[src/rtl/seg7_scan_ctrl_if.sv]
// Bus bundle between the counter datapath and the 7-segment scan controller.
// The master drives frame data and display controls; the slave returns the scan outputs.
interface seg7_scan_ctrl_if #(
  parameter int N_DIGITS = 2
);
  logic [4*N_DIGITS-1:0] digits_in;
  logic [N_DIGITS-1:0]   dp_in;
  logic                  load;
  logic [N_DIGITS-1:0]   digit_en;
  logic                  lz_blank;
  logic [3:0]            bin_out;
  logic [N_DIGITS-1:0]   an_out;
  logic                  dp_out;
  logic                  frame_done;

  modport master (
    output digits_in, dp_in, load, digit_en, lz_blank,
    input  bin_out, an_out, dp_out, frame_done
  );

  modport slave (
    input  digits_in, dp_in, load, digit_en, lz_blank,
    output bin_out, an_out, dp_out, frame_done
  );
endinterface

[src/rtl/seg7_scan_ctrl.sv]
// Time-multiplexed 7-segment scan controller. It double-buffers the frame, adds a dark
// guard at the start of each digit slot and blanks leading zeros.
module seg7_scan_ctrl #(
  parameter int N_DIGITS     = 2,
  parameter int REFRESH_DIV  = 50000,
  parameter int BLANK_CYCLES = 16
) (
  input  logic           clk,
  input  logic           rst_n,
  seg7_scan_ctrl_if.slave bus
);
  localparam int CNT_W = (REFRESH_DIV > 1) ? $clog2(REFRESH_DIV) : 1;
  localparam int IDX_W = (N_DIGITS > 1) ? $clog2(N_DIGITS) : 1;
  localparam logic [CNT_W-1:0]    CNT_LAST  = CNT_W'(REFRESH_DIV - 1);
  localparam logic [CNT_W-1:0]    GUARD_END = CNT_W'(BLANK_CYCLES);
  localparam logic [IDX_W-1:0]    IDX_LAST  = IDX_W'(N_DIGITS - 1);
  localparam logic [N_DIGITS-1:0] AN_ONE    = N_DIGITS'(1);

  typedef enum logic {PH_GUARD = 1'b0, PH_ON = 1'b1} phase_t;

  logic [CNT_W-1:0]              r_cnt;
  logic [IDX_W-1:0]              r_idx;
  phase_t                        r_phase;
  logic                          r_frame_done;
  logic [N_DIGITS-1:0][3:0]      r_sh_dig;
  logic [N_DIGITS-1:0]           r_sh_dp;
  logic [N_DIGITS-1:0][3:0]      r_dsp_dig;
  logic [N_DIGITS-1:0]           r_dsp_dp;

  logic                          w_cnt_wrap;
  logic                          w_frame_end;
  logic [CNT_W-1:0]              w_cnt_nxt;
  logic [IDX_W-1:0]              w_idx_nxt;
  logic                          w_upper_zero;
  logic                          w_lead_zero;
  logic                          w_lit;

  // Next-state arithmetic for the slot counter and digit index.
  always_comb begin
    w_cnt_wrap  = (r_cnt == CNT_LAST);
    w_frame_end = w_cnt_wrap && (r_idx == IDX_LAST);
    if (w_cnt_wrap) begin
      w_cnt_nxt = {CNT_W{1'b0}};
    end else begin
      w_cnt_nxt = r_cnt + CNT_W'(1);
    end
    if (!w_cnt_wrap) begin
      w_idx_nxt = r_idx;
    end else if (r_idx == IDX_LAST) begin
      w_idx_nxt = {IDX_W{1'b0}};
    end else begin
      w_idx_nxt = r_idx + IDX_W'(1);
    end
  end

  // Scan state, shadow/display buffers and the lookahead-registered phase and frame pulse.
  always_ff @(posedge clk or negedge rst_n) begin
    if (!rst_n) begin
      r_cnt        <= {CNT_W{1'b0}};
      r_idx        <= {IDX_W{1'b0}};
      r_phase      <= PH_GUARD;
      r_frame_done <= 1'b0;
      r_sh_dig     <= '0;
      r_sh_dp      <= {N_DIGITS{1'b0}};
      r_dsp_dig    <= '0;
      r_dsp_dp     <= {N_DIGITS{1'b0}};
    end else begin
      r_cnt        <= w_cnt_nxt;
      r_idx        <= w_idx_nxt;
      r_phase      <= (w_cnt_nxt < GUARD_END) ? PH_GUARD : PH_ON;
      r_frame_done <= (w_idx_nxt == IDX_LAST) && (w_cnt_nxt == CNT_LAST);
      if (bus.load) begin
        r_sh_dig <= bus.digits_in;
        r_sh_dp  <= bus.dp_in;
      end
      // A load on the commit edge lands in the shadow only; the display takes the old shadow.
      if (w_frame_end) begin
        r_dsp_dig <= r_sh_dig;
        r_dsp_dp  <= r_sh_dp;
      end
    end
  end

  // Output decode: the enable mask and blanking control gate the digit drive live.
  always_comb begin
    w_upper_zero = 1'b1;
    for (int j = 0; j < N_DIGITS; j++) begin
      if ((j >= int'(r_idx)) && (r_dsp_dig[j] != 4'h0)) begin
        w_upper_zero = 1'b0;
      end else begin
        w_upper_zero = w_upper_zero;
      end
    end
    w_lead_zero = bus.lz_blank && (r_idx != {IDX_W{1'b0}}) && w_upper_zero;
    w_lit       = (r_phase == PH_ON) && bus.digit_en[r_idx] && !w_lead_zero;
    if (w_lit) begin
      bus.an_out = AN_ONE << r_idx;
      bus.dp_out = r_dsp_dp[r_idx];
    end else begin
      bus.an_out = {N_DIGITS{1'b0}};
      bus.dp_out = 1'b0;
    end
    bus.bin_out    = r_dsp_dig[r_idx];
    bus.frame_done = r_frame_done;
  end
endmodule

[src/flat_wrapper.sv]
// flat-port wrapper written by rule: the top's interface ports become plain ports
module seg7_scan_ctrl_flat 
#(
  parameter int N_DIGITS     = 2,
  parameter int REFRESH_DIV  = 50000,
  parameter int BLANK_CYCLES = 16
)
  (clk, rst_n, bus_digits_in, bus_dp_in, bus_load, bus_digit_en, bus_lz_blank, bus_bin_out, bus_an_out, bus_dp_out, bus_frame_done);
  seg7_scan_ctrl_if #(.N_DIGITS(N_DIGITS)) bus_i ();
  input  logic clk;
  input  logic rst_n;
  input wire logic [$bits(bus_i.digits_in)-1:0] bus_digits_in;
  input wire logic [$bits(bus_i.dp_in)-1:0] bus_dp_in;
  input wire logic [$bits(bus_i.load)-1:0] bus_load;
  input wire logic [$bits(bus_i.digit_en)-1:0] bus_digit_en;
  input wire logic [$bits(bus_i.lz_blank)-1:0] bus_lz_blank;
  output wire logic [$bits(bus_i.bin_out)-1:0] bus_bin_out;
  output wire logic [$bits(bus_i.an_out)-1:0] bus_an_out;
  output wire logic [$bits(bus_i.dp_out)-1:0] bus_dp_out;
  output wire logic [$bits(bus_i.frame_done)-1:0] bus_frame_done;
  assign bus_i.digits_in = bus_digits_in;
  assign bus_i.dp_in = bus_dp_in;
  assign bus_i.load = bus_load;
  assign bus_i.digit_en = bus_digit_en;
  assign bus_i.lz_blank = bus_lz_blank;
  assign bus_bin_out = bus_i.bin_out;
  assign bus_an_out = bus_i.an_out;
  assign bus_dp_out = bus_i.dp_out;
  assign bus_frame_done = bus_i.frame_done;
  seg7_scan_ctrl #(.N_DIGITS(N_DIGITS), .REFRESH_DIV(REFRESH_DIV), .BLANK_CYCLES(BLANK_CYCLES)) u_core (.clk(clk), .rst_n(rst_n), .bus(bus_i));
endmodule
[config.mk]
export PLATFORM = sky130hd
export DESIGN_NAME = seg7_scan_ctrl_flat
export DESIGN_NICKNAME = d
export VERILOG_FILES = /design/src/rtl/seg7_scan_ctrl_if.sv /design/src/rtl/seg7_scan_ctrl.sv /design/src/flat_wrapper.sv
export SDC_FILE = /design/constraint.sdc
export NUM_CORES = 1
export LEC_CHECK = 0
export CAP_MARGIN = 20
export CORE_UTILIZATION = 49
export CTS_CLUSTER_DIAMETER = 100
export CTS_CLUSTER_SIZE = 24
export DETAILED_ROUTE_END_ITERATION = 8
export PLACE_DENSITY = 0.79
export SLEW_MARGIN = 15
export SYNTH_ARGS = -nofsm -noshare
export SYNTH_HDL_FRONTEND = slang
export SYNTH_SLANG_ARGS = --single-unit
[constraint.sdc]
create_clock -name clk -period 2.1 [get_ports clk]
set_input_delay 0.525 -clock clk [delete_from_list [all_inputs] [get_ports clk]]
set_output_delay 0.525 -clock clk [all_outputs]
set_load 0.01 [all_outputs]
==> impl_metrics.csv, run 1 <==
group,metric,value,unit
clocking,cts.path.max_buffers,2,
timing,tightest_slew,0.500,ns
floorplan,ios,24,
floorplan,initial_core_util,51.5,%
clocking,clk_pin_slew,0.07,ns
setup_path,cp.required,2.26,ns
synthesis,synthFlopType,"dfrtp_1",
finish,fin_nets,233,
route,drt_iter0_markers,62,
floorplan,fp.dieH,64.0,µm
placed_design,post_dp_cell_area,2320,µm²
clocking,cts_buffers,5,
clocking,cts.sinks,39,
global_routing,antenna_found_initial,0,
synthesis,syn_inst,155,
timing,finClkSkew,0.00886,ns
global_routing,grt_pass1_wl,6.87,mm
clocking,htreeDepth,2,
finish,layout_common_cells,"dfrtp_1, buf_4, mux2_2, clkdlybuf4s50_1, mux2_4",
synthesis,syn_area_per_cell,12.2,µm²
setup_path,cp-start-kind,"flop",
route,drt-wirelength-per-cell,18.4,µm
timing,rsz0062_at_grt,"true",
placed_design,place_congestion,0.819,
finish,design_area,2630,µm²
global_routing,grt_usage,22.8,%
route,drc,0,
timing,drv_slew,0,
placed_design,port_buffers,23,
clocking,cts-root-buf,"clkbuf_8",
route,avgViaCountPerCell,5.71,
finish,final_common_cell,"dfrtp_1",
placed_design,post-place-ws,-0.412,ns
timing,timing.fmax,0.449,GHz
global_routing,grt_pass1_vias,1460,
outcome,failed_checks,"setup timing",
global_routing,grt_overflow,0,
timing,timing.slew.headroom,66.5,%
floorplan,die_area,4100,µm²
placed_design,place_inst,244,
route,drtPass1Iterations,4,
global_routing,grt_max_degree,40,
finish,nFillCells,237,
synthesis,ys_seq_elements,39,
job,cap_violations,0,
route,drt_wl_total,4.81,mm
synthesis,ys_types,38,
clocking,cts_tree,"done",
route,num_vias,1496,
timing,finalSetupViolCount,11,
synthesis,synth_nets,174,
placed_design,dp_hpwl,2.89,mm
synthesis,async_flop_share,100,%
outcome,status,"finished with violations",
clocking,clk_latency,0.29,ns
pwr,ir_drop,375,µV
setup_path,crit_arrival,2.39,ns
synthesis,ys.warnings.count,0,
route,ant_nets,0,
timing,fin_ws,-0.127,ns
floorplan,die_width,64.0,µm
timing,finalCriticalPeriod,2.23,ns
floorplan,rows,22,
finish,syn_to_final_growth,39.6,%
floorplan,core-area,3660,µm²
pwr,p_total,1360,µW
finish,drive_gt1_share,44.4,%
pwr,power_density,517,nW/µm²
worst_hold_path,hp-class,"reg2reg",
synthesis,yosysSeqAreaShare,51.8,%
finish,instances_no_fill,262,
timing,whs,0.512,ns
synthesis,netlist_area,1880,µm²
setup_path,crit_type,"reg2reg",
timing,finalHoldViolCount,0,
setup_path,end_kind,"flop",
setup_path,worst-path-max-fanout,5,
timing,finalCritPeriodShare,106,%
finish,antennaDiodeCount,0,
synthesis,synth-edff-count,0,
pwr,power_leakage,0.00129,µW
final timing paths:
check,end,depth (start not counted),slack [ns],startpoint
max,u_core.r_phase,7,-0.13,u_core.r_cnt[11]
min,u_core.r_dsp_dig[4],1,0.51,u_core.r_sh_dig[4]
max reg2reg,u_core.r_phase,7,-0.13,u_core.r_cnt[11]
min reg2reg,u_core.r_dsp_dig[4],1,0.51,u_core.r_sh_dig[4]
max in group asynchronous,u_core.r_cnt[4],2,1.07,rst_n
min in group asynchronous,u_core.r_sh_dig[7],2,0.66,rst_n
flip-flops by register name, indices dropped and copies added (netlist names):
| signal | count |
|---|---|
| u_core.bus.frame_done | 1 |
| u_core.r_phase | 1 |
| u_core.r_dsp_dig | 8 |
| u_core.r_sh_dp | 2 |
| u_core.r_dsp_dp | 2 |
| u_core.r_idx | 1 |
| u_core.r_sh_dig | 8 |
| u_core.r_cnt | 16 |
report_power, final:
| group | switching [µW] | internal [µW] | leakage, µW | total (µW) |
|---|---|---|---|---|
| sequential | 11.8 | 770 | 0.000499 | 782 |
| clock | 248 | 257 | 0.0000470 | 505 |
| combinational | 29.6 | 44.2 | 0.000742 | 73.8 |
critical path, cell delays in order, from the launching register on:
cell	delay, ns
dfrtp_1	0.39
nor4b_2	0.34
nand3b_1	0.18
nor4_4	0.28
buf_4	0.18
buf_4	0.12
nor2_1	0.07
or4_1	0.53
stage by stage:
stage	utilization [%]	TNS [ns]
finish	71.9	-0.293
detailed placement	63.4	-1.94
global placement	63.4	-1.25
CTS	68.4	-0.130
global route	71.9	-1.33
floorplan	-	0
final cells by class:
cell class	count	area, µm²	area share, %
inverters	6	22.5	0.856
clock buffers	6	82.6	3.14
repair buffers	59	515	19.6
multi-input cells	103	966	36.7
clock inverters	1	5.00	0.190
well taps	48	60.1	2.28
flip-flops and latches	39	980	37.2
logic make-up (layout without fill, tap and decap cells):
kind of cell / count (synthesis) / after routing / share of synthesized area [%]
buffers and inverters: 13 / 72 / 3.65
XOR/XNOR: 15 / 15 / 6.97
AO/OA/AOI/OAI: 7 / 7 / 2.19
flip-flops: 39 / 39 / 51.8
adder cells (fa/ha/maj): 3 / 3 / 1.99
AND/OR/NAND/NOR: 53 / 53 / 18.5
multiplexers: 25 / 25 / 14.9
cells in the mapped netlist (all sizes together) (2+ instances only):
master	count	area [µm²]
nand3b	2	15.0
and3	2	12.5
xnor2	9	78.8
inv	6	22.5
or3	2	12.5
nand2	7	28.8
nand3	6	30.0
ha	3	37.5
mux2	24	270
a21oi	2	10.0
nor3	3	15.0
dfrtp	39	976
clkbuf	4	16.3
xor2	6	52.6
nor4	6	65.1
nand4	5	46.3
o22ai	2	12.5
nor2	10	37.5
o21ai	2	10.0
buf	3	30.0
layer usage:
layer | vias up | part of all wire [%] | GRT usage, %
li1 | 661 | - | -
met1 | 754 | 42 | 26.8
met2 | 71 | 51 | 39.4
met3 | 10 | 6.3 | 5.18
met4 | 0 | 1.2 | 10.5
met5 | - | 0 | 0
repair_timing:
item | in CTS | in global routing
hold buffers | 0 | 0
endpoints found under the hold margin | 0 | 0
buffers inserted | 6 | 5
pin swaps | 5 | 8
setup endpoints to repair | 19 | 17
gates resized for setup | 26 | 25
(Power assumes the default switching activity.)
==> run 2, diff against run 1 <==
CORE_UTILIZATION = 35   (was 49)
CTS_CLUSTER_SIZE = 28   (was 24)
PLACE_DENSITY = 0.61   (was 0.79)
==> run 2 against run 1 <==
The run still ends with setup timing left. Combinational power is 4.5% higher. Clock power is 26% higher. Maximum frequency is 2.7% higher. Total power is 9.5% higher. Via count is 9.0% lower. Setup slack better by 0.059 ns. Final area is 2.3% lower. Routed wire length is 19% lower. Hold slack worse by 0.32 ns.
==> impl_metrics.csv, run 2 (same netlist as run 1, synthesis figures left out) <==
group,metric,value,unit
placed_design,dp_hpwl,2.87,mm
global_routing,antenna_found_initial,0,
worst_hold_path,hp-class,"in2async",
route,ant_nets,0,
finish,multiInputGateArea,895,µm²
route,drt-wirelength-per-cell,13.9,µm
global_routing,grt_overflow,0,
pwr,power_frac_seq,52.2,%
clocking,cts.sinks,39,
route,drt_iter0_markers,53,
finish,largest_register_ffs,16,
route,highest_layer,"met4",
route,drtPass1Iterations,4,
finish,top_register,"u_core.r_cnt",
timing,finalHoldViolCount,0,
floorplan,die_width,75.4,µm
finish,syn_to_final_growth,36.5,%
setup_path,cp.required,2.25,ns
floorplan,die_area,5680,µm²
pwr,ir_drop,323,µV
timing,finalCritPeriodShare,103,%
setup_path,cp_slowest_cell,"nor4_4",
timing,finalSetupViolCount,2,
floorplan,core-area,5140,µm²
timing,timing.fmax,0.461,GHz
finish,nFillCells,494,
finish,layout_common_cells,"dfrtp_1, buf_4, mux2_2, clkdlybuf4s50_1, nor2_1",
floorplan,fp.dieH,75.4,µm
global_routing,grt_usage,15.1,%
finish,drive_gt1_share,39.3,%
timing,finClkSkew,0.00167,ns
timing,whs,0.192,ns
finish,top_regs,"u_core.r_cnt: 16 flops, u_core.r_dsp_dig: 8 flops, u_core.r_sh_dig: 8 flops",
timing,rsz0062_at_grt,"true",
setup_path,crit_type,"reg2reg",
route,drc,0,
setup_path,cp-start-kind,"flop",
setup_path,cp_num_buf_inv,0,
finish,fin_util,50.0,%
setup_path,crit_arrival,2.32,ns
timing,timing.slew.headroom,67.5,%
finish,final_common_cell,"dfrtp_1",
pwr,clkPwrFrac,42.6,%
setup_path,worst-path-max-fanout,5,
clocking,cts_buffers,5,
pwr,power_density,580,nW/µm²
setup_path,cpPeakStageDelay,0.41,ns
clocking,clk_pin_slew,0.07,ns
route,num_vias,1362,
setup_path,end_kind,"flop",
floorplan,ios,24,
placed_design,place_congestion,0.830,
setup_path,critical_path.top_delay_family,"simple AND/OR/NAND/NOR gates",
floorplan,rows,26,
clocking,cts-root-buf,"clkbuf_8",
clocking,cts_tree,"done",
timing,drv_slew,0,
pwr,pwr-share-comb,5.2,%
finish,fin_nets,229,
finish,antennaDiodeCount,0,
placed_design,post-place-ws,-0.412,ns
clocking,cts.path.max_buffers,2,
finish,seq_area,978,µm²
route,avgViaCountPerCell,4.85,
route,drt_wl_total,3.90,mm
global_routing,grt_pass1_vias,1446,
route,wl_met3,184,µm
global_routing,grt_pass1_wl,6.40,mm
global_routing,grt_max_degree,22,
outcome,status,"finished with violations",
route,wl_met1,1.73,mm
clocking,htreeDepth,2,
timing,finalCriticalPeriod,2.17,ns
setup_path,critical_path.cell_chain,"or3_4 > nor4_4 > o22ai_1 > or3_1 > or4_1",
timing,fin_ws,-0.0689,ns
outcome,failed_checks,"setup timing",
clocking,clk_latency,0.28,ns
job,cap_violations,0,
placed_design,port_buffers,23,
pwr,switching_share,19.4,%
clocking,cts_hold_buf,0,
timing,tightest_slew,0.488,ns
pwr,power_leakage,0.00123,µW
route,wl_met2,1.93,mm
floorplan,initial_core_util,36.7,%
pwr,power_switching,289,µW
pwr,p_int,1200,µW
[run 2: changes by cell type in the layout (fill, tap and decap cells not counted), moves of 2 or more]
cell             change
nand3_1              +2
dlymetal6s2s_1       -3
nor4_1               +2
clkdlybuf4s50_1      +2
buf_6                -2
mux2_4               -8
buf_4                -2
nand3_2              -2
mux2_2               +8
[run 2: worst paths after layout]
check | startpoint | end | slack, ns | cells after the start
hold / removal | rst_n | u_core.r_sh_dig[2] | 0.19 | 1
setup reg to reg | u_core.r_cnt[5] | u_core.r_phase | -0.07 | 5
min in group clk | u_core.r_cnt[0] | u_core.r_cnt[0] | 0.50 | 1
max in group asynchronous | rst_n | u_core.r_idx | 1.42 | 2
setup / recovery | u_core.r_cnt[5] | u_core.r_phase | -0.07 | 5
hold reg to reg | u_core.r_cnt[0] | u_core.r_cnt[0] | 0.50 | 1
[run 2: repair_timing]
action / 4_1_cts / 5_1_grt
cloned: 0 / 0
pin swaps: 3 / 5
endpoints found under the setup margin: 19 / 18
resized for setup: 17 / 8
setup buffers: 3 / 2
[run 2: power by group through the flow]
stage	clock network, µW	registers (µW)	logic (µW)
global route	683	781	84.4
finish	635	778	77.1
CTS	656	778	79.8
detailed placement	0	793	79.8
floorplan	0	790	26.0
global placement	0	792	76.8
[run 2: per-stage QoR]
| stage | setup TNS, ns | std cells | cell area, µm² | power (µW) |
|---|---|---|---|---|
| final | -0.106 | 281 | 2570 | 1490 |
| after global routing | -1.16 | 281 | 2570 | 1550 |
| after CTS | -0.249 | 279 | 2530 | 1510 |
| after detailed placement | -1.83 | 269 | 2390 | 873 |
| after global placement | -1.46 | 269 | 2390 | 869 |
| after floorplan | 0 | 155 | 1900 | 816 |
[run 2: final cells by class]
type	instances	share of cell area (%)
sequential	39	38.1
tap	70	3.41
timing repair buffer	55	18.3
inverter	6	0.876
clock buffer	6	3.21
multi-input combinational	103	34.8
clock inverter	2	1.36
[run 2: per-layer routing]
metal / up-vias / GRT usage (%)
li1: 650 / -
met1: 672 / 18.0
met2: 33 / 26.2
met3: 7 / 4.10
met4: 0 / 5.56
met5: - / 0
